==> src/rtl/hamming_secded_codec_if.sv <==
// Stream interface for the SECDED codec: input word channel and result channel.
// Codeword widths are derived from DATA_W so that master and slave agree on sizing.
interface hamming_secded_codec_if #(
  parameter int DATA_W = 7
);
  function automatic int par_bits(input int dw);
    int p;
    p = 1;
    while ((1 << p) < dw + p + 1) p++;
    return p;
  endfunction

  localparam int PAR_W = par_bits(DATA_W);
  localparam int CW_W  = DATA_W + PAR_W + 1;

  logic              in_valid;
  logic              in_ready;
  logic              in_mode;
  logic [CW_W-1:0]   in_data;
  logic              out_valid;
  logic              out_ready;
  logic              out_mode;
  logic [CW_W-1:0]   out_data;
  logic [1:0]        out_err;
  logic [PAR_W-1:0]  out_syndrome;

  modport master (
    output in_valid, in_mode, in_data, out_ready,
    input  in_ready, out_valid, out_mode, out_data, out_err, out_syndrome
  );

  modport slave (
    input  in_valid, in_mode, in_data, out_ready,
    output in_ready, out_valid, out_mode, out_data, out_err, out_syndrome
  );
endinterface

==> src/rtl/hamming_secded_codec.sv <==
// Extended-Hamming SECDED encoder/decoder behind a 2-stage valid/ready pipeline,
// with saturating counters of corrected and uncorrectable delivered words.
module hamming_secded_codec #(
  parameter int DATA_W = 7,
  parameter int CNT_W  = 16
) (
  input  logic                 clk,
  input  logic                 rst_n,
  hamming_secded_codec_if.slave bus,
  input  logic                 cnt_clr,
  output logic [CNT_W-1:0]     cnt_corr,
  output logic [CNT_W-1:0]     cnt_uncorr
);
  function automatic int par_bits(input int dw);
    int p;
    p = 1;
    while ((1 << p) < dw + p + 1) p++;
    return p;
  endfunction

  localparam int PAR_W = par_bits(DATA_W);
  localparam int N     = DATA_W + PAR_W;
  localparam int CW_W  = N + 1;

  logic              s1_v_q, s1_mode_q;
  logic [CW_W-1:0]   s1_data_q;
  logic              s2_v_q, out_mode_q;
  logic [CW_W-1:0]   out_data_q, res_data_d;
  logic [1:0]        out_err_q, res_err_d;
  logic [PAR_W-1:0]  out_syn_q, res_syn_d;
  logic [CNT_W-1:0]  cnt_corr_q, cnt_uncorr_q;

  logic              s2_adv, in_rdy, out_hs;
  logic [CW_W-1:0]   enc_cw, dec_cw;
  logic [PAR_W-1:0]  enc_syn, dec_syn;
  logic [DATA_W-1:0] dec_dat;
  logic [1:0]        dec_err;
  logic              dec_pmis;
  int unsigned       ej, dj;

  assign s2_adv = !s2_v_q || bus.out_ready;
  assign in_rdy = !s1_v_q || s2_adv;
  assign out_hs = s2_v_q && bus.out_ready;

  // Parity bit k equals bit k of the XOR of positions holding a set data bit.
  always_comb begin
    enc_cw  = '0;
    enc_syn = '0;
    ej      = 0;
    for (int unsigned pos = 1; pos <= N; pos++) begin
      if ((pos & (pos - 1)) != 0) begin
        enc_cw[pos] = s1_data_q[ej];
        if (s1_data_q[ej]) enc_syn = enc_syn ^ pos[PAR_W-1:0];
        ej = ej + 1;
      end
    end
    for (int unsigned k = 0; k < PAR_W; k++) enc_cw[1 << k] = enc_syn[k];
    enc_cw[0] = ^enc_cw[CW_W-1:1];
  end

  always_comb begin
    dec_syn  = '0;
    for (int unsigned pos = 1; pos <= N; pos++)
      if (s1_data_q[pos]) dec_syn = dec_syn ^ pos[PAR_W-1:0];
    dec_pmis = ^s1_data_q;
    dec_cw   = s1_data_q;
    dec_err  = 2'b00;
    if (dec_syn == '0) begin
      if (dec_pmis) dec_err = 2'b01;
    end else if (dec_pmis && int'(dec_syn) <= N) begin
      dec_cw[dec_syn] = ~dec_cw[dec_syn];
      dec_err         = 2'b01;
    end else begin
      dec_err = 2'b10;
    end
    dec_dat = '0;
    dj      = 0;
    for (int unsigned pos = 1; pos <= N; pos++) begin
      if ((pos & (pos - 1)) != 0) begin
        dec_dat[dj] = dec_cw[pos];
        dj = dj + 1;
      end
    end
  end

  always_comb begin
    res_data_d = s1_mode_q ? CW_W'(dec_dat) : enc_cw;
    res_err_d  = s1_mode_q ? dec_err : 2'b00;
    res_syn_d  = s1_mode_q ? dec_syn : '0;
  end

  always_ff @(posedge clk or negedge rst_n) begin
    if (!rst_n) begin
      s1_v_q     <= 1'b0;
      s1_mode_q  <= 1'b0;
      s1_data_q  <= '0;
      s2_v_q     <= 1'b0;
      out_mode_q <= 1'b0;
      out_data_q <= '0;
      out_err_q  <= '0;
      out_syn_q  <= '0;
    end else begin
      if (in_rdy) s1_v_q <= bus.in_valid;
      if (in_rdy && bus.in_valid) begin
        s1_mode_q <= bus.in_mode;
        s1_data_q <= bus.in_data;
      end
      if (s2_adv) begin
        s2_v_q <= s1_v_q;
        if (s1_v_q) begin
          out_mode_q <= s1_mode_q;
          out_data_q <= res_data_d;
          out_err_q  <= res_err_d;
          out_syn_q  <= res_syn_d;
        end
      end
    end
  end

  // Clear wins over a same-cycle increment; counters stick at all-ones.
  always_ff @(posedge clk or negedge rst_n) begin
    if (!rst_n) begin
      cnt_corr_q   <= '0;
      cnt_uncorr_q <= '0;
    end else if (cnt_clr) begin
      cnt_corr_q   <= '0;
      cnt_uncorr_q <= '0;
    end else if (out_hs) begin
      if (out_err_q == 2'b01 && cnt_corr_q != '1)   cnt_corr_q   <= cnt_corr_q + 1'b1;
      if (out_err_q == 2'b10 && cnt_uncorr_q != '1) cnt_uncorr_q <= cnt_uncorr_q + 1'b1;
    end
  end

  assign bus.in_ready     = in_rdy;
  assign bus.out_valid    = s2_v_q;
  assign bus.out_mode     = out_mode_q;
  assign bus.out_data     = out_data_q;
  assign bus.out_err      = out_err_q;
  assign bus.out_syndrome = out_syn_q;
  assign cnt_corr         = cnt_corr_q;
  assign cnt_uncorr       = cnt_uncorr_q;
endmodule
==> src/flat_wrapper.sv <==
// flat-port wrapper written by rule: the top's interface ports become plain ports
module hamming_secded_codec_flat 
#(
  parameter int DATA_W = 7,
  parameter int CNT_W  = 16
)
  (clk, rst_n, cnt_clr, cnt_corr, cnt_uncorr, bus_in_valid, bus_in_mode, bus_in_data, bus_out_ready, bus_in_ready, bus_out_valid, bus_out_mode, bus_out_data, bus_out_err, bus_out_syndrome);
  hamming_secded_codec_if #(.DATA_W(DATA_W)) bus_i ();
  input  logic clk;
  input  logic rst_n;
  input  logic cnt_clr;
  output logic [CNT_W-1:0] cnt_corr;
  output logic [CNT_W-1:0] cnt_uncorr;
  input wire logic [$bits(bus_i.in_valid)-1:0] bus_in_valid;
  input wire logic [$bits(bus_i.in_mode)-1:0] bus_in_mode;
  input wire logic [$bits(bus_i.in_data)-1:0] bus_in_data;
  input wire logic [$bits(bus_i.out_ready)-1:0] bus_out_ready;
  output wire logic [$bits(bus_i.in_ready)-1:0] bus_in_ready;
  output wire logic [$bits(bus_i.out_valid)-1:0] bus_out_valid;
  output wire logic [$bits(bus_i.out_mode)-1:0] bus_out_mode;
  output wire logic [$bits(bus_i.out_data)-1:0] bus_out_data;
  output wire logic [$bits(bus_i.out_err)-1:0] bus_out_err;
  output wire logic [$bits(bus_i.out_syndrome)-1:0] bus_out_syndrome;
  assign bus_i.in_valid = bus_in_valid;
  assign bus_i.in_mode = bus_in_mode;
  assign bus_i.in_data = bus_in_data;
  assign bus_i.out_ready = bus_out_ready;
  assign bus_in_ready = bus_i.in_ready;
  assign bus_out_valid = bus_i.out_valid;
  assign bus_out_mode = bus_i.out_mode;
  assign bus_out_data = bus_i.out_data;
  assign bus_out_err = bus_i.out_err;
  assign bus_out_syndrome = bus_i.out_syndrome;
  hamming_secded_codec #(.DATA_W(DATA_W), .CNT_W(CNT_W)) u_core (.clk(clk), .rst_n(rst_n), .bus(bus_i), .cnt_clr(cnt_clr), .cnt_corr(cnt_corr), .cnt_uncorr(cnt_uncorr));
endmodule
==> config.mk <==
export PLATFORM = sky130hd
export DESIGN_NAME = hamming_secded_codec_flat
export DESIGN_NICKNAME = d
export VERILOG_FILES = /design/src/rtl/hamming_secded_codec_if.sv /design/src/rtl/hamming_secded_codec.sv /design/src/flat_wrapper.sv
export SDC_FILE = /design/constraint.sdc
export NUM_CORES = 1
export LEC_CHECK = 0
export ABC_AREA = 1
export BUFFER_PORTS_ARGS = -buffer_cell sky130_fd_sc_hd__buf_2
export CORE_MARGIN = 4
export CORE_UTILIZATION = 40
export CTS_BUF_LIST = sky130_fd_sc_hd__clkbuf_16
export CTS_CLUSTER_DIAMETER = 100
export CTS_CLUSTER_SIZE = 14
export DETAILED_ROUTE_END_ITERATION = 8
export GPL_TIMING_DRIVEN = 0
export PLACE_DENSITY = 0.62
export SLEW_MARGIN = 20
export SYNTH_ARGS = -nofsm -noshare
export SYNTH_HDL_FRONTEND = slang
export SYNTH_SLANG_ARGS = --single-unit
==> constraint.sdc <==
create_clock -name clk -period 3.3 [get_ports clk]
set_input_delay 0.165 -clock clk [delete_from_list [all_inputs] [get_ports clk]]
set_output_delay 0.165 -clock clk [all_outputs]
set_load 0.1 [all_outputs]
After elaboration in Yosys (flattened, before gate mapping)
Index checks and enable logic that the tools add are counted.
{"block": "classes", "reduce_logical": 19, "mux": 37, "n_lt_le_gt_ge": 3, "bitwise_logic": 17, "add_sub_neg": 2, "n_eq_ne": 4}
{"operator": "$mux 16", "n": 6}
{"operator": "$mux 12", "n": 3}
{"operator": "$add 16x1->16 const B", "n": 2}
{"operator": "$mux 4", "n": 8}
{"operator": "$ne 16x16->1 const B", "n": 2}
{"operator": "$mux 3", "n": 7}
{"operator": "$not 2->2", "n": 9}
{"operator": "$bwmux 12", "n": 1}
{"operator": "$mux 2", "n": 6}
{"operator": "$not 3->3", "n": 4}
{"operator": "$reduce_xor 12->1", "n": 1}
{"operator": "$reduce_xor 11->1", "n": 1}
{"operator": "$logic_and 1x1->1", "n": 6}
{"operator": "$reduce_and 2->1", "n": 3}
{"operator": "$reduce_bool 2->1", "n": 3}
{"operator": "$lt 4x5->1 const B", "n": 1}
{"operator": "$bmux 1 s4", "n": 1}
{"operator": "$demux 1 s4", "n": 1}
{"operator": "$ge 4x1->1 const B", "n": 1}
{"operator": "$le 4x4->1 const B", "n": 1}
{"operator": "$logic_not 4->1", "n": 1}
{"operator": "$mux 1", "n": 4}
{"operator": "$not 1->1 const A", "n": 3}
{"operator": "$eq 2x1->1 const B", "n": 1}
{"operator": "other kinds (4)", "n": 6}
{"block": "totals", "regBits": 66, "output_inout_bits": 53, "input_bits": 18}

Logic depth before layout (Yosys ltp)
Gate-level depths: netlist of the first run.
{"block": "depth", "word_depth": 26, "ltp_mapped": 16, "mapped_depth_nobuf": 16}

Worst setup path after synthesis of the first run
No wires, ideal clock.
{"block": "synth_timing", "kind": "register to register", "startpoint": "reg u_core.s2_v_q (netlist: u_core.bus.out_valid)", "endpoint": "reg u_core.s1_data_q[10]", "arrival_ns": 2.954, "path_stages_with_launch": 6, "setup_ns": 0.078, "n_path_buf": 1, "synth_period_minus_slack_ns": 3.032, "path_slack_ns": 0.268, "required_ns": 3.222, "cell_sequence": "dfrtp_1 nand3_1 nand2_1 clkbuf_1 nor2_1 a21oi_1"}
{"block": "synth_via", "elab_chain_cells": 4}
{"item": "from (decl)", "line": "hamming_secded_codec.sv:27", "source": "logic s2_v_q, out_mode_q;"}
{"item": "from (signal assigned)", "line": "hamming_secded_codec.sv:109", "source": "s2_v_q <= s1_v_q;"}
{"item": "$logic_not 1->1", "line": "hamming_secded_codec.sv:41", "source": "assign s2_adv = !s2_v_q || bus.out_ready;"}
{"item": "$logic_or 1x1->1", "line": "hamming_secded_codec.sv:41"}
{"item": "$logic_or 1x1->1", "line": "hamming_secded_codec.sv:42", "source": "assign in_rdy = !s1_v_q || s2_adv;"}
{"item": "via bus_in_ready", "line": "flat_wrapper.sv:18", "source": "output wire logic [$bits(bus_i.in_ready)-1:0] bus_in_ready;"}
{"item": "$logic_and 1x1->1", "line": "hamming_secded_codec.sv:104", "source": "if (in_rdy && bus.in_valid) begin"}
{"item": "to (signal assigned)", "line": "hamming_secded_codec.sv:106", "source": "s1_data_q <= bus.in_data;"}
{"item": "to (decl)", "line": "hamming_secded_codec.sv:26", "source": "logic [CW_W-1:0] s1_data_q;"}
The timed path passes the listed nets, and every way through them passes these cells.
A chain may end at the register's enable or synchronous reset.

Final worst setup path of the first run
{"block": "layout_timing", "startpoint": "reg u_core.cnt_uncorr_q[0] (netlist: u_core.cnt_uncorr[0])", "endpoint": "reg u_core.cnt_uncorr_q[0] (netlist: u_core.cnt_uncorr[0])"}
{"block": "layout_via", "elab_chain_cells": 4, "word_cells_on_any_way": 8, "cone_classes": "add/sub: 1; eq/ne: 1; mux: 3; reduce/logical: 3"}
{"item": "from (decl)", "line": "hamming_secded_codec.sv:31", "source": "logic [CNT_W-1:0] cnt_corr_q, cnt_uncorr_q;"}
{"item": "from (signal assigned)", "line": "hamming_secded_codec.sv:130", "source": "if (out_err_q == 2'b10 && cnt_uncorr_q != '1) cnt_uncorr_q <= cnt_uncorr_q + 1'b1;"}
{"item": "$add 16x1->16 or $ne 16x16->1 (tied branches)", "line": "hamming_secded_codec.sv:130"}
{"item": "$mux 16 or $logic_and 1x1->1 (tied branches)", "line": "hamming_secded_codec.sv:130"}
{"item": "$mux 16 or $reduce_bool 2->1 (tied branches)"}
{"item": "$mux 16 or $reduce_and 2->1 (tied branches)"}
Parallel ways exist; a longest one is shown, timed or not. The select of a mux whose other input is x is not followed.

==> load_flow_metrics.sql, run 1 <==
INSERT INTO impl_metrics (metric_group, metric, value, unit) VALUES
('yosys', 'syn-cell-area', '3740', 'µm²'),
('min_path', 'holdCritStartpoint', 'bus_in_data[8]', ''),
('yosys', 'yosysSeqAreaShare', '44.2', '%'),
('setup_path', 'reg2reg_from', 'u_core.cnt_uncorr[0]', ''),
('cts', 'htree_num_levels', '3', ''),
('setup_path', 'worst_setup_path_end_kind', 'flip-flop', ''),
('timing', 'maxClockFrequency', '461', 'MHz'),
('floorplan', 'chipWidth', '105', 'µm'),
('cts', 'cts_hold_repair.buffers', '1', ''),
('floorplan', 'io-pin-count', '71', ''),
('layout', 'regArea', '1650', 'µm²'),
('floorplan', 'fp.dieArea', '11000', 'µm²'),
('yosys', 'synth_cell_type_count', '39', ''),
('drt', 'drt_first_iter_violations', '183', ''),
('floorplan', 'core_area', '9150', 'µm²'),
('setup_path', 'path_cells', 'ha_1, nand2_1, nor4_1, nand3_1, nand2_2, nand2_1, clkbuf_1, nand3_1, o21ai_1', ''),
('pwr', 'finalPower', '3780', 'µW'),
('min_path', 'min-delay-path-class', 'in2reg', ''),
('run', 'max_cap_viol_count', '0', ''),
('setup_path', 'count_of_buffering_cells_on_the_critical_path_with_inverters_included', '1', ''),
('setup_path', 'worst_path_dominant_cell_family', 'simple AND/OR/NAND/NOR gates', ''),
('drt', 'drt-pass1-iter-count', '4', ''),
('run_status', 'status', 'complete, no violations', ''),
('yosys', 'synth_top_cell_by_area', 'sky130_fd_sc_hd__dfrtp_1', ''),
('setup_path', 'crit_type', 'reg2reg', ''),
('layout', 'post_route_cells_drive_above_1_share', '19.0', '%'),
('cts', 'cts-resized-gates', '0', ''),
('yosys', 'synthDominantCellAreaShare', '44.2', '%'),
('cts', 'post_cts_buffers', '0', ''),
('layout', 'flow.area_growth_from_synthesis', '21.9', '%'),
('cts', 'cts_num_sinks', '66', ''),
('yosys', 'dominantRegCellSynth', 'sky130_fd_sc_hd__dfrtp_1', ''),
('setup_path', 'arrival', '2.37', 'ns'),
('setup_path', 'crit_slowest_cell', 'sky130_fd_sc_hd__dfrtp_1', ''),
('timing', 'timing.setup.tns', '0', 'ns'),
('timing', 'finalClockSkew', '0.00563', 'ns'),
('timing', 'timing.final.max_slew_violations', '0', ''),
('place', 'portBuffers', '69', ''),
('place', 'finalWeightedCongestion', '0.923', ''),
('grt', 'grt_pass1_vias', '3456', ''),
('floorplan', 'initial_core_util', '40.8', '%'),
('drt', 'via_per_inst', '5.17', ''),
('timing', 'finalWorstPathRequiredPeriod', '2.17', 'ns'),
('layout', 'multiInputGateArea', '1810', 'µm²'),
('timing', 'tightestPinTransition', '0.537', 'ns'),
('cts', 'cts-buffers-inserted', '9', ''),
('yosys', 'postSynthCellCount', '492', ''),
('yosys', 'syn_avg_cell_area', '7.59', 'µm²'),
('timing', 'postLayoutSetupSlackWorst', '1.13', 'ns'),
('yosys', 'synth.top_cells.by_count', 'sky130_fd_sc_hd__nand2_1 (106), sky130_fd_sc_hd__dfrtp_1 (66), sky130_fd_sc_hd__inv_1 (51), sky130_fd_sc_hd__nand3_1 (51), sky130_fd_sc_hd__nor2_1 (49)', ''),
('pwr', 'power_density', '830', 'nW/µm²'),
('cts', 'worst_skew_pair.late_latency', '0.33', 'ns'),
('timing', 'max-slew-margin-rel', '64.2', '%'),
('setup_path', 'worst_ep_required_time', '3.51', 'ns'),
('setup_path', 'setup.worst_path.start', 'u_core.cnt_uncorr[0]', ''),
('grt', 'grt_antenna_before_repair', '0', ''),
('grt', 'grt_max_degree', '37', ''),
('floorplan', 'die_height', '105', 'µm'),
('drt', 'remaining_drc_errors', '0', ''),
('floorplan', 'floorplan.rows', '35', ''),
('pwr', 'leakagePower', '0.00221', 'µW'),
('drt', 'finalWirelength', '9.63', 'mm'),
('timing', 'final_min_period_over_clock_period', '65.7', '%'),
('layout', 'nNetsFinal', '594', ''),
('yosys', 'synth-edff-count', '0', ''),
('yosys', 'synth_most_common_cell', 'sky130_fd_sc_hd__nand2_1', ''),
('grt', 'grt_pass1_wl', '16.4', 'mm'),
('timing', 'setup_viol', '0', ''),
('layout', 'num-fill-cells', '902', ''),
('yosys', 'synth.yosys.warnings', '0', ''),
('drt', 'drt.antenna.violating_nets', '0', '');
==> area by class of cell <==
| cell class | count | share of cell area (%) |
|---|---|---|
| flip-flops and latches | 66 | 36.3 |
| plain buffers | 11 | 1.02 |
| inverters | 60 | 5.03 |
| clock buffers | 9 | 4.95 |
| clock inverters | 6 | 1.65 |
| well taps | 111 | 3.05 |
| repair buffers | 71 | 8.30 |
| multi-input cells | 355 | 39.7 |
==> power by group <==
group	internal, µW	switching [µW]	total [µW]	leakage (µW)
registers	943	104	1050	0.000848
clock network	646	342	988	0.000153
logic	346	1400	1740	0.00121
total	1930	1840	3780	0.00221
==> placed cells by master (no fill, tap or decap), types with 4 or more instances in the layout <==
cell type / instances
sky130_fd_sc_hd__nand2_1: 106
sky130_fd_sc_hd__buf_2: 69
sky130_fd_sc_hd__dfrtp_1: 66
sky130_fd_sc_hd__inv_1: 53
sky130_fd_sc_hd__nand3_1: 51
sky130_fd_sc_hd__nor2_1: 49
sky130_fd_sc_hd__a21oi_1: 31
sky130_fd_sc_hd__nor3_1: 24
sky130_fd_sc_hd__o21ai_0: 23
sky130_fd_sc_hd__xor2_1: 13
sky130_fd_sc_hd__clkbuf_1: 9
sky130_fd_sc_hd__xnor2_1: 9
sky130_fd_sc_hd__clkbuf_16: 9
sky130_fd_sc_hd__nand2_2: 7
sky130_fd_sc_hd__o21ai_1: 7
sky130_fd_sc_hd__inv_2: 6
sky130_fd_sc_hd__nor4_1: 5
sky130_fd_sc_hd__nand4_1: 4
==> per-layer routing <==
layer / vias up / part of all wire (%) / GRT usage, %
met1: 1674 / 45 / 23.2
met3: 13 / 5.2 / 4.08
met5: - / 0 / 0
met4: 0 / 1.7 / 5.62
li1: 1774 / - / -
met2: 101 / 48 / 31.3
==> logic make-up after synthesis <==
| group | after synthesis | share of synthesized area [%] |
|---|---|---|
| xor+xnor | 25 | 6.77 |
| simple gates | 252 | 29.7 |
| buf+inv | 71 | 7.37 |
| mux | 1 | 0.301 |
| compound gates | 75 | 11.0 |
| fa+ha+maj | 2 | 0.670 |
| flops | 66 | 44.2 |
==> path summary, 6_finish.rpt <==
path                                               to  slack (ns)  cells after the start
max                              u_core.cnt_uncorr[0]        1.13                      9
min in group asynchronous          u_core.cnt_corr[7]        0.32                      2
max in group asynchronous  u_core.bus.out_syndrome[1]        2.45                      3
min                               u_core.s1_data_q[8]        0.06                      2
min reg2reg                    u_core.bus.out_data[8]        0.49                      2
max reg2reg                      u_core.cnt_uncorr[0]        1.13                      9
==> stage by stage <==
stage / cells / cell area [µm²] / hold WS [ns] / util, %
floorplan: 492 / 3740 / -0.131 / -
global placement: 672 / 4220 / 0.401 / 46.1
detailed placement: 673 / 4240 / 0.129 / 46.4
CTS: 689 / 4550 / 0.0563 / 49.7
global route: 689 / 4550 / 0.0697 / 49.7
finish: 689 / 4550 / 0.0644 / 49.7
==> registers in the layout (all words and copies together) (netlist names) <==
name                     cells
u_core.bus.out_data         12
u_core.cnt_corr             16
u_core.s1_data_q            12
u_core.bus.out_valid         1
u_core.s1_mode_q             1
u_core.bus.out_err           2
u_core.cnt_uncorr           16
u_core.bus.out_mode          1
u_core.bus.out_syndrome      4
u_core.s1_v_q                1
==> worst reg2reg max path, stage by stage (launching register included) <==
cell                       delay, ns
sky130_fd_sc_hd__dfrtp_1        0.42
sky130_fd_sc_hd__ha_1           0.24
sky130_fd_sc_hd__nand2_1        0.09
sky130_fd_sc_hd__nor4_1         0.35
sky130_fd_sc_hd__nand3_1        0.17
sky130_fd_sc_hd__nand2_2        0.17
sky130_fd_sc_hd__nand2_1        0.17
sky130_fd_sc_hd__clkbuf_1       0.25
sky130_fd_sc_hd__nand3_1        0.11
sky130_fd_sc_hd__o21ai_1        0.07
(Power assumes the default switching activity.)
==> run 2: changes to the inputs <==
==> constraint.sdc (replaced) <==
create_clock -name clk -period 2.26 [get_ports clk]
set_input_delay 0.113 -clock clk [delete_from_list [all_inputs] [get_ports clk]]
set_output_delay 0.113 -clock clk [all_outputs]
set_load 0.1 [all_outputs]
==> run 2 against run 1 <==
- final cell count is 0.15% higher
- first-iteration DRC count fell by 21%
- clock power up 53%
- non-clock buffer count unchanged
- combinational power up 48%
- flip-flop and latch count unchanged
- global-route usage grew 0.19 points
- hold slack worse by 0.054 ns
- final area rose by 2.5%
==> load_flow_metrics.sql, run 2 (same netlist as run 1, synthesis figures left out) <==
INSERT INTO impl_metrics (metric_group, metric, value, unit) VALUES
('cts', 'htree_num_levels', '3', ''),
('floorplan', 'initial_core_util', '40.8', '%'),
('timing', 'finalWorstPathRequiredPeriod', '2.10', 'ns'),
('drt', 'remaining_drc_errors', '0', ''),
('min_path', 'min-delay-path-class', 'in2reg', ''),
('floorplan', 'chipWidth', '105', 'µm'),
('drt', 'drt-pass1-iter-count', '4', ''),
('setup_path', 'worst_ep_required_time', '2.48', 'ns'),
('grt', 'grt_pass1_vias', '3379', ''),
('timing', 'final_min_period_over_clock_period', '93.0', '%'),
('place', 'finalWeightedCongestion', '0.892', ''),
('timing', 'number_of_hold_violations_in_the_final_report', '0', ''),
('pwr', 'leakagePower', '0.00218', 'µW'),
('grt', 'grt_pass1_wl', '16.4', 'mm'),
('place', 'portBuffers', '69', ''),
('drt', 'num_vias', '3573', ''),
('timing', 'timing.final.max_slew_violations', '0', ''),
('grt', 'grt_max_degree', '38', ''),
('drt', 'drt.antenna.violating_nets', '0', ''),
('cts', 'bufs_on_longest_clock_path', '2', ''),
('drt', 'routedWlPerCell', '14.2', 'µm'),
('layout', 'layout.cells.most_common', 'sky130_fd_sc_hd__nand2_1', ''),
('layout', 'num-fill-cells', '930', ''),
('timing', 'setup_viol', '0', ''),
('pwr', 'power_density', '1200', 'nW/µm²'),
('setup_path', 'cp-start-kind', 'flip-flop', ''),
('run', 'max_cap_viol_count', '0', ''),
('drt', 'via_per_inst', '5.18', ''),
('layout', 'regArea', '1690', 'µm²'),
('cts', 'ctsRootBufferMaster', 'sky130_fd_sc_hd__clkbuf_16', ''),
('place', 'place_hpwl', '7.49', 'mm'),
('layout', 'flow.area_growth_from_synthesis', '24.9', '%'),
('grt', 'global_route.usage.total', '18.5', '%'),
('timing', 'tightestPinTransition', '0.573', 'ns'),
('timing', 'finalClockSkew', '0.00414', 'ns'),
('floorplan', 'io-pin-count', '71', ''),
('floorplan', 'fp.dieArea', '11000', 'µm²'),
('floorplan', 'core_area', '9150', 'µm²'),
('run_status', 'status', 'complete, no violations', ''),
('cts', 'cts_num_sinks', '66', ''),
('setup_path', 'crit_type', 'reg2reg', ''),
('layout', 'antenna-diode-count', '0', ''),
('layout', 'nNetsFinal', '594', ''),
('grt', 'overflow', '0', ''),
('layout', 'layout_common_cells', 'sky130_fd_sc_hd__nand2_1 (105), sky130_fd_sc_hd__buf_2 (68), sky130_fd_sc_hd__inv_1 (51)', ''),
('layout', 'post_route_cells_drive_above_1_share', '25.7', '%'),
('layout', 'final_util', '51.0', '%'),
('timing', 'maxClockFrequency', '476', 'MHz'),
('floorplan', 'die_height', '105', 'µm'),
('drt', 'finalWirelength', '9.82', 'mm'),
('floorplan', 'floorplan.rows', '35', ''),
('grt', 'grt_antenna_before_repair', '0', ''),
('cts', 'clk_pin_slew_worst_paths', '0.06', 'ns'),
('drt', 'drt_first_iter_violations', '144', ''),
('cts', 'cts_tree', 'built', ''),
('setup_path', 'worst_setup_path_end_kind', 'flip-flop', ''),
('setup_path', 'path_max_fanout', '10', ''),
('cts', 'worst_skew_pair.late_latency', '0.33', 'ns'),
('setup_path', 'arrival', '2.32', 'ns'),
('timing', 'final.hold.worst_slack', '0.0109', 'ns'),
('cts', 'cts-buffers-inserted', '9', ''),
('layout', 'multiInputGateArea', '1870', 'µm²'),
('pwr', 'irDropWorstVdd', '0.701', 'mV'),
('timing', 'max-slew-margin-rel', '61.8', '%');
[run 2: cell count changes in the layout (fill, tap and decap cells not counted), moves of 3 or more]
cell                      before  now
sky130_fd_sc_hd__dfrtp_1      66   42
sky130_fd_sc_hd__nor2_1       49   46
sky130_fd_sc_hd__nor2_2        1    4
sky130_fd_sc_hd__dfrtp_2       0   22
[run 2: report_power, final]
group	total, µW	switching (µW)	internal, µW	leakage (µW)
sequential	1540	155	1390	0.000810
clock	1510	542	963	0.000149
combinational	2570	2050	522	0.00122
total	5620	2750	2870	0.00218
[run 2: worst max-delay path, stage by stage (launching register included)]
cell                       delay, ns
sky130_fd_sc_hd__dfrtp_4        0.41
sky130_fd_sc_hd__ha_2           0.19
sky130_fd_sc_hd__nand3_1        0.11
sky130_fd_sc_hd__nor2_2         0.13
sky130_fd_sc_hd__nand2_1        0.08
sky130_fd_sc_hd__nor2_2         0.10
sky130_fd_sc_hd__nand2_1        0.07
sky130_fd_sc_hd__a21oi_2        0.14
sky130_fd_sc_hd__inv_1          0.07
sky130_fd_sc_hd__clkbuf_4       0.19
sky130_fd_sc_hd__nand3_1        0.11
sky130_fd_sc_hd__nor2_1         0.07
sky130_fd_sc_hd__inv_1          0.09
sky130_fd_sc_hd__nor3_1         0.05
sky130_fd_sc_hd__o21a_1         0.17
[run 2: layer usage]
layer	global-route usage, %	wire [µm]
met2	31.2	4820
met4	7.40	203
met1	23.7	4340
met5	0	0
met3	3.15	452
[run 2: final timing paths]
check,start,to,slack (ns),depth (start not counted)
max,u_core.cnt_corr[0],u_core.cnt_corr[14],0.16,14
min,bus_in_data[8],u_core.s1_data_q[8],0.01,2
max reg2reg,u_core.cnt_corr[0],u_core.cnt_corr[14],0.16,14
min reg2reg,u_core.cnt_uncorr[6],u_core.cnt_uncorr[6],0.47,1
max in group asynchronous,rst_n,u_core.cnt_corr[1],1.46,3
min in group asynchronous,rst_n,u_core.cnt_corr[7],0.26,2
[run 2: cell type report]
class                           count  area share [%]
Buffer                             11            1.07
Clock buffer                        9            4.82
Clock inverter                      7            1.98
Inverter                           60            4.90
Multi-Input combinational cell    355            40.0
Sequential cell                    66            36.1
Tap cell                          111            2.98
Timing Repair Buffer               71            8.09
[run 2: per-stage QoR]
stage | std cells | total power (µW) | instance area (µm²) | worst slack, ns | setup TNS (ns)
after floorplan | 492 | 3620 | 3780 | 0.00706 | 0
after global placement | 672 | 4080 | 4270 | 0.126 | 0
after detailed placement | 673 | 4110 | 4290 | 0.0910 | 0
after CTS | 690 | 5640 | 4620 | 0.0667 | 0
after global routing | 690 | 5910 | 4670 | -0.00444 | -0.00684
final | 690 | 5620 | 4670 | 0.157 | 0
[run 2: timing repair]
| item | in CTS | in global routing |
|---|---|---|
| hold buffers | 1 | 0 |
| hold endpoints to repair | 29 | 0 |
| endpoints found under the setup margin | 0 | 20 |
| gates resized for setup | 0 | 14 |
| setup buffers | 0 | 0 |
==> run 3: changes to the inputs <==
--- a/config.mk
+++ b/config.mk
@@ -7,6 +7,7 @@
 export LEC_CHECK = 0
 export ABC_AREA = 1
 export BUFFER_PORTS_ARGS = -buffer_cell sky130_fd_sc_hd__buf_2
+export CORE_ASPECT_RATIO = 1.4
 export CORE_MARGIN = 4
 export CORE_UTILIZATION = 40
 export CTS_BUF_LIST = sky130_fd_sc_hd__clkbuf_16
==> run 3 against run 2 <==
- flip-flop and latch count is the same
- fmax grew 0.80%
- non-clock buffer count grew 1
- total power shrank 4.6%
- register-to-register slack gained 0.02 ns
- wire length grew 2.9%
- setup slack gained 0.017 ns
- first-iteration DRC count shrank 34%
- clock-buffer cell count is the same
==> load_flow_metrics.sql, run 3 (same netlist as run 1, synthesis figures left out) <==
INSERT INTO impl_metrics (metric_group, metric, value, unit) VALUES
('run_status', 'status', 'complete, no violations', ''),
('cts', 'htree_num_levels', '3', ''),
('pwr', 'power_density', '1160', 'nW/µm²'),
('cts', 'bufs_on_longest_clock_path', '2', ''),
('timing', 'timing.final.max_slew_violations', '0', ''),
('pwr', 'leakagePower', '0.00216', 'µW'),
('setup_path', 'cp-start-kind', 'flip-flop', ''),
('floorplan', 'io-pin-count', '71', ''),
('setup_path', 'crit_type', 'reg2reg', ''),
('floorplan', 'fp.dieArea', '11000', 'µm²'),
('drt', 'drt.antenna.violating_nets', '0', ''),
('setup_path', 'critical_path_depth', '11', ''),
('floorplan', 'core_area', '9080', 'µm²'),
('min_path', 'timing.hold.worst_path_depth', '2', ''),
('layout', 'flow.area_growth_from_synthesis', '23.4', '%'),
('setup_path', 'worst_setup_path_end_kind', 'flip-flop', ''),
('layout', 'post_route_cells_drive_above_1_share', '25.5', '%'),
('timing', 'maxClockFrequency', '479', 'MHz'),
('place', 'finalWeightedCongestion', '0.856', ''),
('cts', 'cts_tree', 'built', ''),
('timing', 'setup_viol', '0', ''),
('setup_path', 'reg2reg_depth', '11', ''),
('grt', 'most_congested_layer_reported_by_global_routing', 'met2', ''),
('cts', 'ctsRootBufferMaster', 'sky130_fd_sc_hd__clkbuf_16', ''),
('layout', 'num-fill-cells', '899', ''),
('min_path', 'min-delay-path-class', 'in2reg', ''),
('setup_path', 'path_max_fanout', '8', ''),
('grt', 'grt_pass1_wl', '16.2', 'mm'),
('timing', 'tightestPinTransition', '0.567', 'ns'),
('cts', 'clk_pin_slew_worst_paths', '0.05', 'ns'),
('setup_path', 'crit_slowest_cell', 'sky130_fd_sc_hd__dfrtp_2', ''),
('place', 'portBuffers', '69', ''),
('setup_path', 'count_of_buffering_cells_on_the_critical_path_with_inverters_included', '0', ''),
('pwr', 'irDropWorstVdd', '0.805', 'mV'),
('grt', 'overflow', '0', ''),
('layout', 'antenna-diode-count', '0', ''),
('floorplan', 'initial_core_util', '41.1', '%'),
('drt', 'drt_first_iter_violations', '95', ''),
('grt', 'grt_pass1_vias', '3383', ''),
('setup_path', 'arrival', '2.34', 'ns'),
('setup_path', 'worst_path_dominant_cell_family', 'simple AND/OR/NAND/NOR gates', ''),
('timing', 'number_of_hold_violations_in_the_final_report', '0', ''),
('timing', 'final_min_period_over_clock_period', '92.3', '%'),
('grt', 'grt_use_met1', '22.8', '%'),
('drt', 'drt-pass1-iter-count', '5', ''),
('grt', 'met2_layer_usage_reported_by_global_route', '33.3', '%'),
('drt', 'via_per_inst', '5.22', ''),
('drt', 'routedWlPerCell', '14.7', 'µm'),
('pwr', 'finalPower', '5360', 'µW'),
('floorplan', 'die_height', '122', 'µm'),
('layout', 'layout.cells.most_common', 'sky130_fd_sc_hd__nand2_1', ''),
('drt', 'finalWirelength', '10.1', 'mm'),
('timing', 'finalClockSkew', '0.00435', 'ns'),
('grt', 'grt_max_degree', '37', ''),
('setup_path', 'r2r_setup_slack', '0.17', 'ns'),
('cts', 'worst_skew_pair.late_latency', '0.33', 'ns'),
('setup_path', 'cpPeakStageDelay', '0.40', 'ns'),
('place', 'place_hpwl', '7.81', 'mm'),
('timing', 'postLayoutSetupSlackWorst', '0.174', 'ns'),
('floorplan', 'floorplan.rows', '41', ''),
('layout', 'nNetsFinal', '595', ''),
('layout', 'layout_common_cells', 'sky130_fd_sc_hd__nand2_1 (104), sky130_fd_sc_hd__buf_2 (68), sky130_fd_sc_hd__inv_1 (51)', ''),
('drt', 'remaining_drc_errors', '0', ''),
('cts', 'cts-buffers-inserted', '9', ''),
('timing', 'max-slew-margin-rel', '61.9', '%'),
('grt', 'grt_antenna_before_repair', '0', ''),
('drt', 'num_vias', '3583', ''),
('setup_path', 'worst_ep_required_time', '2.51', 'ns'),
('run', 'max_cap_viol_count', '0', ''),
('setup_path', 'critical-path-top-cell-by-count', 'sky130_fd_sc_hd__nand2_1', ''),
('floorplan', 'chipWidth', '89.7', 'µm'),
('timing', 'final.hold.worst_slack', '0.0150', 'ns'),
('place', 'place_worst_setup_slack', '0.0993', 'ns'),
('setup_path', 'path_cells', 'ha_1, nand2_1, nor4_2, nand3_1, nand2_4, nand2_1, nand2_1, nor2_1, nand2_1, o21ai_0, a21oi_1', ''),
('timing', 'finalWorstPathRequiredPeriod', '2.09', 'ns'),
('grt', 'global_route.usage.total', '19.2', '%'),
('grt', 'grt_util_met3', '3.69', '%'),
('cts', 'cts_num_sinks', '66', '');
## run 3: layout make-up
type                            instances  area, µm²  share of cell area (%)
Multi-Input combinational cell        355       1860                    40.4
Sequential cell                        66       1690                    36.6
Timing Repair Buffer                   72        385                    8.36
Inverter                               60        229                    4.97
Clock buffer                            9        225                    4.88
Tap cell                              107        134                    2.90
Buffer                                 11       50.0                    1.09
Clock inverter                          7       36.3                   0.787
## run 3: through the flow
| stage | util, % | area, µm² | TNS (ns) | cells |
|---|---|---|---|---|
| 6_report | 50.8 | 4610 | 0 | 687 |
| 5_1_grt | 50.8 | 4610 | -0.00739 | 687 |
| 4_1_cts | 50.2 | 4560 | 0 | 686 |
| 3_5_place_dp | 47.2 | 4290 | 0 | 669 |
| 3_3_place_gp | 46.9 | 4260 | 0 | 668 |
| 2_1_floorplan | - | 3780 | 0 | 492 |
## run 3: routing by layer
metal  up-vias  share of wire (%)
li1       1777                  -
met1      1677                 41
met2       108                 51
met3        21                4.8
met4         0                2.6
met5         -                  0
## run 3: final timing paths
| kind | endpoint | startpoint |
|---|---|---|
| setup / recovery | u_core.cnt_uncorr[5] | u_core.cnt_uncorr[0] |
| hold / removal | u_core.s1_data_q[8] | bus_in_data[8] |
| setup reg to reg | u_core.cnt_uncorr[5] | u_core.cnt_uncorr[0] |
| hold reg to reg | u_core.bus.out_syndrome[1] | u_core.bus.out_syndrome[1] |
| max in group asynchronous | u_core.cnt_uncorr[9] | rst_n |
| min in group asynchronous | u_core.cnt_corr[6] | rst_n |
## run 3: power by group
group	total, µW	internal (µW)	switching, µW
clock	1250	726	521
combinational	2570	516	2050
sequential	1540	1390	154
total	5360	2630	2730
## run 3: timing repair
item | in CTS | in global routing
hold buffers | 1 | 0
gates resized for setup | 0 | 15
buffers inserted | 0 | 1
endpoints found under the hold margin | 30 | 0
endpoints found under the setup margin | 0 | 24
